$ cat src/rtl/i2s_rx_deserializer_if.sv
// Parallel word port of the I2S receive deserializer toward the RX buffer writer.
//   data_out - received word, right-aligned, upper bits zero
//   lr       - channel of data_out (0 = left, 1 = right)
//   valid    - data_out/lr hold a word
//   ready    - downstream accepts the word
interface i2s_rx_deserializer_if #(
  parameter int unsigned WIDTH = 32
);
  logic [WIDTH-1:0] data_out;
  logic             lr;
  logic             valid;
  logic             ready;

  // Deserializer side drives the word, buffer writer side answers with ready
  modport master (output data_out, output lr, output valid, input ready);
  modport slave  (input data_out, input lr, input valid, output ready);
endinterface

$ cat src/rtl/i2s_rx_deserializer.sv
// I2S receive deserializer: samples ws/sd on posedge sclk, finds word-select
// edges, assembles 16- or 32-bit words in Philips or MSB-justified framing and
// presents them with their channel on a valid/ready port. Overrun and framing
// errors are kept as sticky flags.
//   sclk      - serial bit clock, sole clock
//   rst       - synchronous reset, active-high
//   en        - capture enable
//   philips   - 1 = MSB one sclk after the WS edge, 0 = MSB in the WS-edge cycle
//   frame16   - 1 = 16-bit words, 0 = 32-bit words
//   ws, sd    - word select (0 = left) and serial data, MSB first
//   clear_err - single-cycle clear of the sticky flags
//   overrun   - sticky: a completed word was dropped
//   frame_err - sticky: WS toggled mid-word
//   out_if    - data_out / lr / valid / ready word port
// WIDTH must be at least 32.
module i2s_rx_deserializer #(
  parameter int unsigned WIDTH = 32
) (
  input  logic                  sclk,
  input  logic                  rst,
  input  logic                  en,
  input  logic                  philips,
  input  logic                  frame16,
  input  logic                  ws,
  input  logic                  sd,
  input  logic                  clear_err,
  output logic                  overrun,
  output logic                  frame_err,
  i2s_rx_deserializer_if.master out_if
);

  localparam int unsigned SH_W  = 31;
  localparam int unsigned CNT_W = 5;

  localparam logic [1:0] ST_IDLE  = 2'd0;
  localparam logic [1:0] ST_WAIT  = 2'd1;
  localparam logic [1:0] ST_DELAY = 2'd2;
  localparam logic [1:0] ST_SHIFT = 2'd3;

  logic [1:0]       state_q, state_d;
  logic             ws_q, ws_d;
  logic             primed_q, primed_d;
  logic [SH_W-1:0]  sh_q, sh_d;
  logic [CNT_W-1:0] cnt_q, cnt_d;
  logic             lr_cap_q, lr_cap_d;
  logic [WIDTH-1:0] data_q, data_d;
  logic             lr_q, lr_d;
  logic             valid_q, valid_d;
  logic             overrun_q, overrun_d;
  logic             frame_err_q, frame_err_d;

  logic             edge_c;
  logic [31:0]      word_c;
  logic [CNT_W-1:0] cnt_load_c;
  logic             done_c;
  logic             fe_set_c;
  logic             ov_set_c;

  // WS edge only counts once ws_q holds a real previous sample
  assign edge_c     = primed_q & (ws ^ ws_q);
  // Word including this cycle's bit; the low maxp+1 bits form a completed word
  assign word_c     = {sh_q, sd};
  // Bits still to shift after the MSB: maxp - 1
  assign cnt_load_c = frame16 ? CNT_W'(14) : CNT_W'(30);

  // Next-state, datapath and output-register logic
  always_comb begin
    state_d     = state_q;
    ws_d        = ws;
    primed_d    = en;
    sh_d        = sh_q;
    cnt_d       = cnt_q;
    lr_cap_d    = lr_cap_q;
    data_d      = data_q;
    lr_d        = lr_q;
    valid_d     = valid_q;
    overrun_d   = overrun_q;
    frame_err_d = frame_err_q;
    done_c      = 1'b0;
    fe_set_c    = 1'b0;
    ov_set_c    = 1'b0;

    if (!en) begin
      // Partial word is dropped; held word and flags stay
      state_d = ST_IDLE;
      sh_d    = '0;
      cnt_d   = '0;
    end else begin
      unique case (state_q)
        ST_IDLE: begin
          state_d = ST_WAIT;
        end

        ST_WAIT: begin
          if (edge_c) begin
            lr_cap_d = ws;
            if (philips) begin
              state_d = ST_DELAY;
            end else begin
              sh_d    = SH_W'(sd);
              cnt_d   = cnt_load_c;
              state_d = ST_SHIFT;
            end
          end
        end

        ST_DELAY: begin
          if (edge_c) begin
            // WS moved again before the MSB: restart the delay slot
            fe_set_c = 1'b1;
            lr_cap_d = ws;
          end else begin
            sh_d    = SH_W'(sd);
            cnt_d   = cnt_load_c;
            state_d = ST_SHIFT;
          end
        end

        ST_SHIFT: begin
          sh_d  = word_c[SH_W-1:0];
          cnt_d = cnt_q - CNT_W'(1);
          if (edge_c) begin
            lr_cap_d = ws;
            // Only a Philips edge on the LSB cycle is a legal slot boundary
            if (philips && (cnt_q == '0)) begin
              done_c = 1'b1;
            end else begin
              fe_set_c = 1'b1;
            end
            if (philips) begin
              state_d = ST_DELAY;
            end else begin
              sh_d  = SH_W'(sd);
              cnt_d = cnt_load_c;
            end
          end else if (cnt_q == '0) begin
            done_c  = 1'b1;
            cnt_d   = '0;
            state_d = ST_WAIT;
          end
        end

        default: begin
          state_d = ST_IDLE;
        end
      endcase
    end

    // Handshake: an accepted word frees the register, a completion may refill it
    if (valid_q && out_if.ready) begin
      valid_d = 1'b0;
    end
    if (done_c) begin
      if (!valid_q || out_if.ready) begin
        data_d  = frame16 ? WIDTH'(word_c[15:0]) : WIDTH'(word_c);
        lr_d    = lr_cap_q;
        valid_d = 1'b1;
      end else begin
        ov_set_c = 1'b1;
      end
    end

    // Sticky flags: a set in the clear cycle wins
    overrun_d   = (overrun_q & ~clear_err) | ov_set_c;
    frame_err_d = (frame_err_q & ~clear_err) | fe_set_c;
  end

  // State and output registers
  always_ff @(posedge sclk) begin
    if (rst) begin
      state_q     <= ST_IDLE;
      ws_q        <= 1'b0;
      primed_q    <= 1'b0;
      sh_q        <= '0;
      cnt_q       <= '0;
      lr_cap_q    <= 1'b0;
      data_q      <= '0;
      lr_q        <= 1'b0;
      valid_q     <= 1'b0;
      overrun_q   <= 1'b0;
      frame_err_q <= 1'b0;
    end else begin
      state_q     <= state_d;
      ws_q        <= ws_d;
      primed_q    <= primed_d;
      sh_q        <= sh_d;
      cnt_q       <= cnt_d;
      lr_cap_q    <= lr_cap_d;
      data_q      <= data_d;
      lr_q        <= lr_d;
      valid_q     <= valid_d;
      overrun_q   <= overrun_d;
      frame_err_q <= frame_err_d;
    end
  end

  assign out_if.data_out = data_q;
  assign out_if.lr       = lr_q;
  assign out_if.valid    = valid_q;
  assign overrun         = overrun_q;
  assign frame_err       = frame_err_q;

endmodule

$ cat src/flat_wrapper.sv
// flat-port wrapper written by rule: the top's interface ports become plain ports
module i2s_rx_deserializer_flat 
#(
  parameter int unsigned WIDTH = 32
)
  (sclk, rst, en, philips, frame16, ws, sd, clear_err, overrun, frame_err, out_if_data_out, out_if_lr, out_if_valid, out_if_ready);
  i2s_rx_deserializer_if #(.WIDTH(WIDTH)) out_if_i ();
  input  logic sclk;
  input  logic rst;
  input  logic en;
  input  logic philips;
  input  logic frame16;
  input  logic ws;
  input  logic sd;
  input  logic clear_err;
  output logic overrun;
  output logic frame_err;
  output wire logic [$bits(out_if_i.data_out)-1:0] out_if_data_out;
  output wire logic [$bits(out_if_i.lr)-1:0] out_if_lr;
  output wire logic [$bits(out_if_i.valid)-1:0] out_if_valid;
  input wire logic [$bits(out_if_i.ready)-1:0] out_if_ready;
  assign out_if_data_out = out_if_i.data_out;
  assign out_if_lr = out_if_i.lr;
  assign out_if_valid = out_if_i.valid;
  assign out_if_i.ready = out_if_ready;
  i2s_rx_deserializer #(.WIDTH(WIDTH)) u_core (.sclk(sclk), .rst(rst), .en(en), .philips(philips), .frame16(frame16), .ws(ws), .sd(sd), .clear_err(clear_err), .overrun(overrun), .frame_err(frame_err), .out_if(out_if_i));
endmodule
$ cat config.mk
export PLATFORM = sky130hd
export DESIGN_NAME = i2s_rx_deserializer_flat
export DESIGN_NICKNAME = d
export VERILOG_FILES = /design/src/rtl/i2s_rx_deserializer_if.sv /design/src/rtl/i2s_rx_deserializer.sv /design/src/flat_wrapper.sv
export SDC_FILE = /design/constraint.sdc
export NUM_CORES = 1
export LEC_CHECK = 0
export BUFFER_PORTS_ARGS = -buffer_cell sky130_fd_sc_hd__buf_2
export CAP_MARGIN = 20
export CELL_PAD_IN_SITES_DETAIL_PLACEMENT = 1
export CELL_PAD_IN_SITES_GLOBAL_PLACEMENT = 2
export CORE_ASPECT_RATIO = 1.4
export CORE_MARGIN = 2
export CORE_UTILIZATION = 38
export DETAILED_ROUTE_END_ITERATION = 10
export PLACE_DENSITY = 0.83
export SYNTH_ARGS = -nofsm -noshare
export SYNTH_HDL_FRONTEND = slang
export SYNTH_SLANG_ARGS = --single-unit
$ cat constraint.sdc
create_clock -name sclk -period 4.3 [get_ports sclk]
set_input_delay 0 -clock sclk [delete_from_list [all_inputs] [get_ports sclk]]
set_output_delay 0 -clock sclk [all_outputs]
set_load 0.01 [all_outputs]
After elaboration in Yosys (flattened, before gate mapping)
Cells that the tools add are included.

word-level totals
  flip-flop bits (word level) = 77
  input bits = 9
  output and inout port bits = 36
  word-level logic and storage cells = 78

operators by class
  $add $sub $neg = 1
  equal/unequal tests = 8
  multiplexer cells = 37
  bitwise operators = 8
  reduce and logical (&&, ||, !) cells = 13

operators by type and width
  cell                                                    number
  2-to-1 mux 31 bit                                       5
  case mux 31 bit (3 select lines)                        1
  2-to-1 mux 5 bit                                        7
  2-to-1 mux 32 bit                                       1
  2-to-1 mux 1 bit                                        15
  case mux 5 bit (3 select lines)                         1
  2-to-1 mux 2 bit                                        5
  case mux 2 bit (4 select lines)                         1
  AND reduction 4 bit                                     2
  logical NOT 5 bit                                       1
  subtractor 5 x 1 -> 5 bit (second input constant)       1
  equality test 2 bit (second input constant)             2
  inequality test 2 bit (second input constant)           2
  AND 1 bit                                               3
  inequality test 3 x 1 -> 1 bit (second input constant)  1
  inequality test 3 bit (second input constant)           1
  AND reduction 3 bit                                     1
  nonzero test 3 bit                                      1
  OR reduction 3 bit                                      1
  equality test 2 x 1 -> 1 bit (second input constant)    1
  logical AND 1 bit                                       2
  logical NOT 2 bit                                       1
  inequality test 2 x 1 -> 1 bit (second input constant)  1
  NOT 1 bit                                               2
  other kinds (7)                                         8

Logic depth before layout (Yosys ltp)
Gate-level depths: netlist of run 1.

  word-level depth = 8
  mapped depth = 8
  mapped depth without buffers = 6

Least setup slack after synthesis of run 1
OpenSTA, ideal clock, no wires.

  kind = reg-to-reg
  start = register u_core.cnt_q[0]
  end = register u_core.data_q[10] (netlist: u_core.out_if.data_out[10])
  library setup time = 0.132 ns
  arrival = 1.499 ns
  data required time = 4.168 ns
  slack = 2.669 ns
  cell stages (with the launch flop) = 9
  buffers on the path = 2
  clock period less this slack = 1.631 ns
  path through = dfxtp_1 inv_1 ha_1 nor4b_2 buf_2 nand3_1 clkbuf_1 o21ai_0 a21oi_1

between the ends
  word-level cells in the longest chain between the ends = 7
  elaborated cells on any way between the ends = 8
  those cells by class = mux: 5; reduce/logical: 3

RTL lines
  what                             RTL line                                                RTL
  start: declaration               i2s_rx_deserializer.sv:44                               logic [CNT_W-1:0] cnt_q, cnt_d;
  start signal: assignment         i2s_rx_deserializer.sv:187                              cnt_q <= cnt_d;
  logical NOT 5 bit *              i2s_rx_deserializer.sv:125, i2s_rx_deserializer.sv:136
  logical AND 1 bit                i2s_rx_deserializer.sv:125                              if (philips && (cnt_q == '0)) begin
  2-to-1 mux 1 bit                 i2s_rx_deserializer.sv:125
  2-to-1 mux 1 bit *               i2s_rx_deserializer.sv:122                              if (edge_c) begin
  2-to-1 mux 1 bit *               i2s_rx_deserializer.sv:89                               unique case (state_q)
  2-to-1 mux 1 bit *               i2s_rx_deserializer.sv:83                               if (!en) begin
  AND reduction 2 bit (no line) *  -
  end signal: assignment           i2s_rx_deserializer.sv:189                              data_q <= data_d;
  end: declaration                 i2s_rx_deserializer.sv:46                               logic [WIDTH-1:0] data_q, data_d;

Mark *: on every way between the ends. The rest lies on a longest branch, timed or not.
A chain may end at the register's enable or synchronous reset.

Worst setup path after layout of run 1
  start = register u_core.cnt_q[0]
  end = register u_core.data_q[21] (netlist: u_core.out_if.data_out[21])

Same word-level chain as after synthesis.

==> results of run 1 <==
==> worst paths after layout <==
check	from	endpoint	depth (start not counted)
min reg2reg	u_core.out_if.data_out[16]	u_core.out_if.data_out[16]	2
max reg2reg	u_core.cnt_q[0]	u_core.out_if.data_out[21]	8
max	u_core.cnt_q[0]	u_core.out_if.data_out[21]	8
min	philips	u_core.state_q[0]	3
==> power by group through the flow <==
stage	combinational, uW	sequential (uW)	clock (uW)
after detailed placement	60.8	735	0
final	64.7	718	525
after global placement	59.6	735	0
after floorplan	45.7	733	0
after global routing	71.2	719	575
after CTS	64.4	718	545
==> cell usage in the layout (no fill, tap or decap), drive strengths merged, types with 2 or more instances in the layout <==
master / synthesis / layout
a221oi: 2 / 2
a22oi: 2 / 2
nand4: 2 / 2
nand2b: 4 / 4
a211oi: 2 / 2
a21oi: 42 / 42
nand4b: 16 / 16
and2: 2 / 2
o21ai: 36 / 36
dlygate4sd3: 0 / 6
dfxtp: 77 / 77
clkinv: 0 / 3
nand3: 21 / 21
buf: 16 / 51
inv: 5 / 5
nor2b: 3 / 3
a22o: 32 / 32
nand2: 6 / 6
a21o: 4 / 4
nor2: 5 / 5
clkbuf: 13 / 12
==> layout make-up <==
class | instances | share of cell area (%)
Tap cell | 100 | 3.58
Timing Repair Buffer | 57 | 10.1
Multi-Input combinational cell | 196 | 36.4
Clock buffer | 12 | 3.87
Inverter | 5 | 0.537
Sequential cell | 77 | 44.1
Clock inverter | 4 | 1.40
==> critical path: stages, from the launching register on <==
cell	delay [ps]
dfxtp_1	330
inv_1	80
ha_1	230
nor4b_2	230
buf_4	220
and3_1	610
buf_4	330
nand4b_1	120
a21oi_1	180
==> sequential cells by signal, indices dropped and copies added (netlist names) <==
| name | flops |
|---|---|
| u_core.frame_err | 1 |
| u_core.out_if.lr | 1 |
| u_core.primed_q | 1 |
| u_core.lr_cap_q | 1 |
| u_core.out_if.data_out | 32 |
| u_core.ws_q | 1 |
| u_core.state_q | 2 |
| u_core.out_if.valid | 1 |
| u_core.sh_q | 31 |
| u_core.cnt_q | 5 |
| u_core.overrun | 1 |
==> routing by layer <==
metal / vias up / track usage [%] / wire length, um
li1: 1221 / - / -
met1: 1258 / 22.5 / 3440
met2: 32 / 32.1 / 3840
met3: 10 / 4.55 / 192
met5: - / 0 / 0
met4: 0 / 7.51 / 111
==> per-stage QoR <==
step | util, % | power, uW | worst slack (ps)
after floorplan | - | 779 | 2670
after global placement | 41.8 | 794 | 1950
after detailed placement | 41.8 | 796 | 1860
after CTS | 45.0 | 1330 | 1830
after global routing | 45.3 | 1360 | 1610
final | 45.3 | 1310 | 1880
==> timing repair <==
action | in CTS | in global routing
hold buffers | 6 | 0
endpoints found under the hold margin | 6 | 0
setup endpoints to repair | 0 | 0
==> kinds of logic after synthesis <==
group                      count (synthesis)  share of synthesized area, %
AOI/OAI and AO/OA                        128                          27.5
xor gates and xnor gates                   1                         0.542
adders and majority gates                  1                         0.417
buffers and inverters                     34                          6.34
DFF                                       77                          51.4
muxes                                      1                         0.333
and+or+nand+nor                           65                          13.5
==> flow_summary.yaml, run 1 <==
logic_synthesis:
  synth_top_cell_by_area: "dfxtp_1"
  ys_types: 40
  syn_area_per_cell_um2: 9.78
  synth.area.top_cells: "dfxtp_1 (51%), a22o_1 (9.3%), a21oi_1 (6.7%)"
  netlist_top_cells_count: "dfxtp_1 (77), a21oi_1 (40), o21ai_0 (36), a22o_1 (32), nand3_1 (21)"
  syn_nets: 317
  synth.most_common_cell: "dfxtp_1"
  synth-edff-count: 0
  synth_seq_cells: 77
  synthArstFlopShare_pct: 0
  ys_warn_count: 0
  netlist.area_leader.share_pct: 51.4
  synthCells: 307
  ys.flop_type: "dfxtp_1"
  syn-cell-area_um2: 3000
  ys_seq_area_share_pct: 51.4
sta:
  fin_skew_ps: 9.23
  worst_hold_slack_ps: 38.1
  period_share_pct: 56.3
  finalHoldViolations: 0
  max_freq_mhz: 413
  fin_setup_tns_ps: 0
  max_slew_margin_pct: 36.3
  slew_viol_final: 0
  tightest_slew_ps: 955
  period_minus_slack_ps: 2420
  rsz0062_at_grt: "no"
  setup_viol: 0
worst_setup_path:
  worstPathRequired_ps: 4560
  critPathMaxFanout: 18
  cp-end-kind: "flop"
  criticalPathCategory: "flop to flop"
  rrSetupSlack_ps: 1880
  worstSetupStartpointType: "flop"
  critPathArrivalTime_ps: 2690
placed_design:
  portBuffers: 44
  dp.cells: 428
  hpwl_um: 4650
  place_area_um2: 3220
  gp_congestion: 0.805
clock_tree:
  clk_latency_ps: 350
  cts_root_buf: "clkbuf_8"
  path_clk_slew_ps: 70
  ctsHtreeMaxLevel: 3
  cts_tree: "done"
  cts_inserted_buffers: 9
  cts_resized: 0
  postCtsSetupBuffers: 0
  clk_path_buf_depth: 2
  clock-sinks: 77
global_route:
  grt_use_total_pct: 18.8
  grt_max_degree: 40
  grt-ovfl-total: 0
  grt_pass1_wl_um: 12700
  grt_pass1_vias: 2599
  antenna_found_initial: 0
detailed_routing:
  routed_wl_um: 7580
  ant_nets: 0
  dr.first_iter.drc_count: 76
  routedWlPerCell_um: 16.8
  drc: 0
  via_per_inst: 5.59
  drtPass1Iterations: 4
  route.vias.total: 2521
power_and_ir_drop:
  internal_power_uw: 1000
  powerDensity_nw_per_um2: 374
  p_leak_uw: 0.00136
  peakVddDrop_mv: 0.163
  p_clk_share_pct: 40.1
  comb_power_share_pct: 4.9
  power_frac_seq_pct: 54.9
  p_sw_uw: 304
  netSwitchingFraction_pct: 23.3
floorplanning:
  initial_core_util_pct: 39.0
  rows: 38
  die_area_um2: 8640
  die_w_um: 79.1
  core_um2: 7700
  io_pins: 45
  dieHeight_um: 109
cells_and_area:
  multi_input_area_um2: 1270
  seq_area_um2: 1540
  final_area_um2: 3490
  antennaDiodeCount: 0
  drive_above_1_share_pct: 20.2
  syn_to_final_growth_pct: 16.3
  fillers: 913
  final_nets: 356
  stdcell_count: 451
flow_run:
  drv_cap: 0
hold_path:
  hold_class: "primary input to flop"
outcome:
  status: "finished clean"
Note: power is estimated with default switching activity, not from simulation.
==> inputs of run 2 (changes only) <==
--- a/config.mk
+++ b/config.mk
@@ -11,9 +11,9 @@
 export CELL_PAD_IN_SITES_GLOBAL_PLACEMENT = 2
 export CORE_ASPECT_RATIO = 1.4
 export CORE_MARGIN = 2
-export CORE_UTILIZATION = 38
+export CORE_UTILIZATION = 31
 export DETAILED_ROUTE_END_ITERATION = 10
-export PLACE_DENSITY = 0.83
+export PLACE_DENSITY = 0.72
 export SYNTH_ARGS = -nofsm -noshare
 export SYNTH_HDL_FRONTEND = slang
 export SYNTH_SLANG_ARGS = --single-unit
==> constraint.sdc (replaced) <==
create_clock -name sclk -period 2.2 [get_ports sclk]
set_input_delay 0 -clock sclk [delete_from_list [all_inputs] [get_ports sclk]]
set_output_delay 0 -clock sclk [all_outputs]
set_load 0.01 [all_outputs]
==> flow_summary.yaml, run 2 (synthesis gave the netlist of run 1 again) <==
floorplanning:
  initial_core_util_pct: 31.7
  die_w_um: 87.2
  rows: 42
  dieHeight_um: 120
  core_um2: 9460
  die_area_um2: 10500
  io_pins: 45
power_and_ir_drop:
  p_leak_uw: 0.00144
  peakVddDrop_mv: 0.419
  powerDensity_nw_per_um2: 851
sta:
  setup_viol: 0
  max_slew_margin_pct: 60.7
  slew_viol_final: 0
  period_minus_slack_ps: 1890
  rsz0062_at_grt: "no"
  fin_skew_ps: 5.58
  max_freq_mhz: 528
  fin_setup_tns_ps: 0
  finalHoldViolations: 0
  tightest_slew_ps: 590
  period_share_pct: 86.0
cells_and_area:
  drive_above_1_share_pct: 22.8
  final_nets: 361
  antennaDiodeCount: 0
  final_common_cell: "dfxtp_1"
  largest_reg_flops: 32
  multi_input_area_um2: 1270
  syn_to_final_growth_pct: 22.1
  final_area_um2: 3670
  seq_area_um2: 1540
  stdcell_count: 466
  layout_common_cells: "dfxtp_1 (77), buf_2 (44), a21oi_1 (40), o21ai_0 (36), a22o_1 (32)"
  fillers: 1082
placed_design:
  place_area_um2: 3310
  hpwl_um: 5040
  dp.cells: 447
  portBuffers: 44
  gp_congestion: 0.788
detailed_routing:
  via_per_inst: 5.38
  routed_wl_um: 7970
  drc: 0
  route.vias.total: 2507
  drtPass1Iterations: 4
  dr.first_iter.drc_count: 100
  ant_nets: 0
  routedWlPerCell_um: 17.1
clock_tree:
  cts_root_buf: "clkbuf_16"
  ctsHtreeMaxLevel: 3
  clk_latency_ps: 340
  cts_tree: "done"
  postCtsSetupBuffers: 0
  path_clk_slew_ps: 60
  clock-sinks: 77
  cts_inserted_buffers: 9
  clk_path_buf_depth: 2
  cts_resized: 0
worst_setup_path:
  crit_buf_inv: 2
  worstSetupStartpointType: "flop"
  slowest_delay_ps: 410
  criticalPathCategory: "flop to flop"
  cp-end-kind: "flop"
  cpMaxStageDelayCell: "nor4b_2"
  path_cells: "inv_1 -> ha_1 -> nor4b_2 -> and3_1 -> buf_12 -> nand4b_1 -> a21oi_1"
  worstPathRequired_ps: 2460
  rrSetupSlack_ps: 310
  critPathArrivalTime_ps: 2160
  critPathMaxFanout: 33
  crit_family: "simple AND/OR/NAND/NOR gates"
global_route:
  antenna_found_initial: 0
  grt_pass1_vias: 2634
  grt_max_degree: 39
  grt_use_total_pct: 16.7
  grt-ovfl-total: 0
  grt_pass1_wl_um: 13600
flow_run:
  drv_cap: 0
outcome:
  status: "finished clean"
hold_path:
  hold_class: "primary input to flop"
[run 2: cell types whose count changed in the layout (fill, tap and decap cells not counted), moves of 2 or more]
cell,delta
clkinv_2,-2
dlygate4sd3_1,-3
clkbuf_16,+9
clkbuf_1,-2
clkbuf_8,-5
buf_4,+8
[run 2: metal layers]
metal  part of all wire, %  wire (um)  GRT usage, %  vias up
li1                      -          -             -     1236
met1                    46       3680          21.1     1222
met2                    49       3910          27.3       42
met3                   3.1        244          3.89        7
met4                   1.6        131          6.35        0
met5                     0          0             0        -
[run 2: worst paths after layout]
path              cells past startpoint                        from                         end
setup / recovery                      7             u_core.cnt_q[0]  u_core.out_if.data_out[27]
hold / removal                        3                          en         u_core.out_if.valid
setup reg to reg                      7             u_core.cnt_q[0]  u_core.out_if.data_out[27]
hold reg to reg                       2  u_core.out_if.data_out[24]  u_core.out_if.data_out[24]
[run 2: worst min-delay path, stage by stage]
cell and delay (ps):
buf_2 140, nand3_1 70, a21oi_1 70
[run 2: area by class of cell]
| cell class | count | area share [%] |
|---|---|---|
| well taps | 110 | 3.75 |
| repair buffers | 62 | 10.2 |
| clock inverters | 2 | 1.06 |
| multi-input cells | 196 | 34.6 |
| clock buffers | 14 | 7.75 |
| flip-flops and latches | 77 | 42.0 |
| inverters | 5 | 0.512 |
[run 2: report_power, final]
group	internal, uW	switching [uW]	leakage [uW]
clock	1000	571	0.000159
combinational	48.4	94.3	0.000664
sequential	1400	4.01	0.000621
[run 2: repair_timing]
item	in CTS	in global routing
hold buffers	3	0
endpoints found under the hold margin	5	0
setup endpoints to repair	0	0
[run 2: stage by stage]
stage               power [uW]  util (%)  hold WS (ps)  setup slack [ps]
floorplan                 1520         -           128               569
global placement          1570      35.0           260               396
detailed placement        1570      35.0           273               328
CTS                       3160      38.8          9.85               300
global route              3230      38.8          53.4               124
finish                    3120      38.8          11.2               308
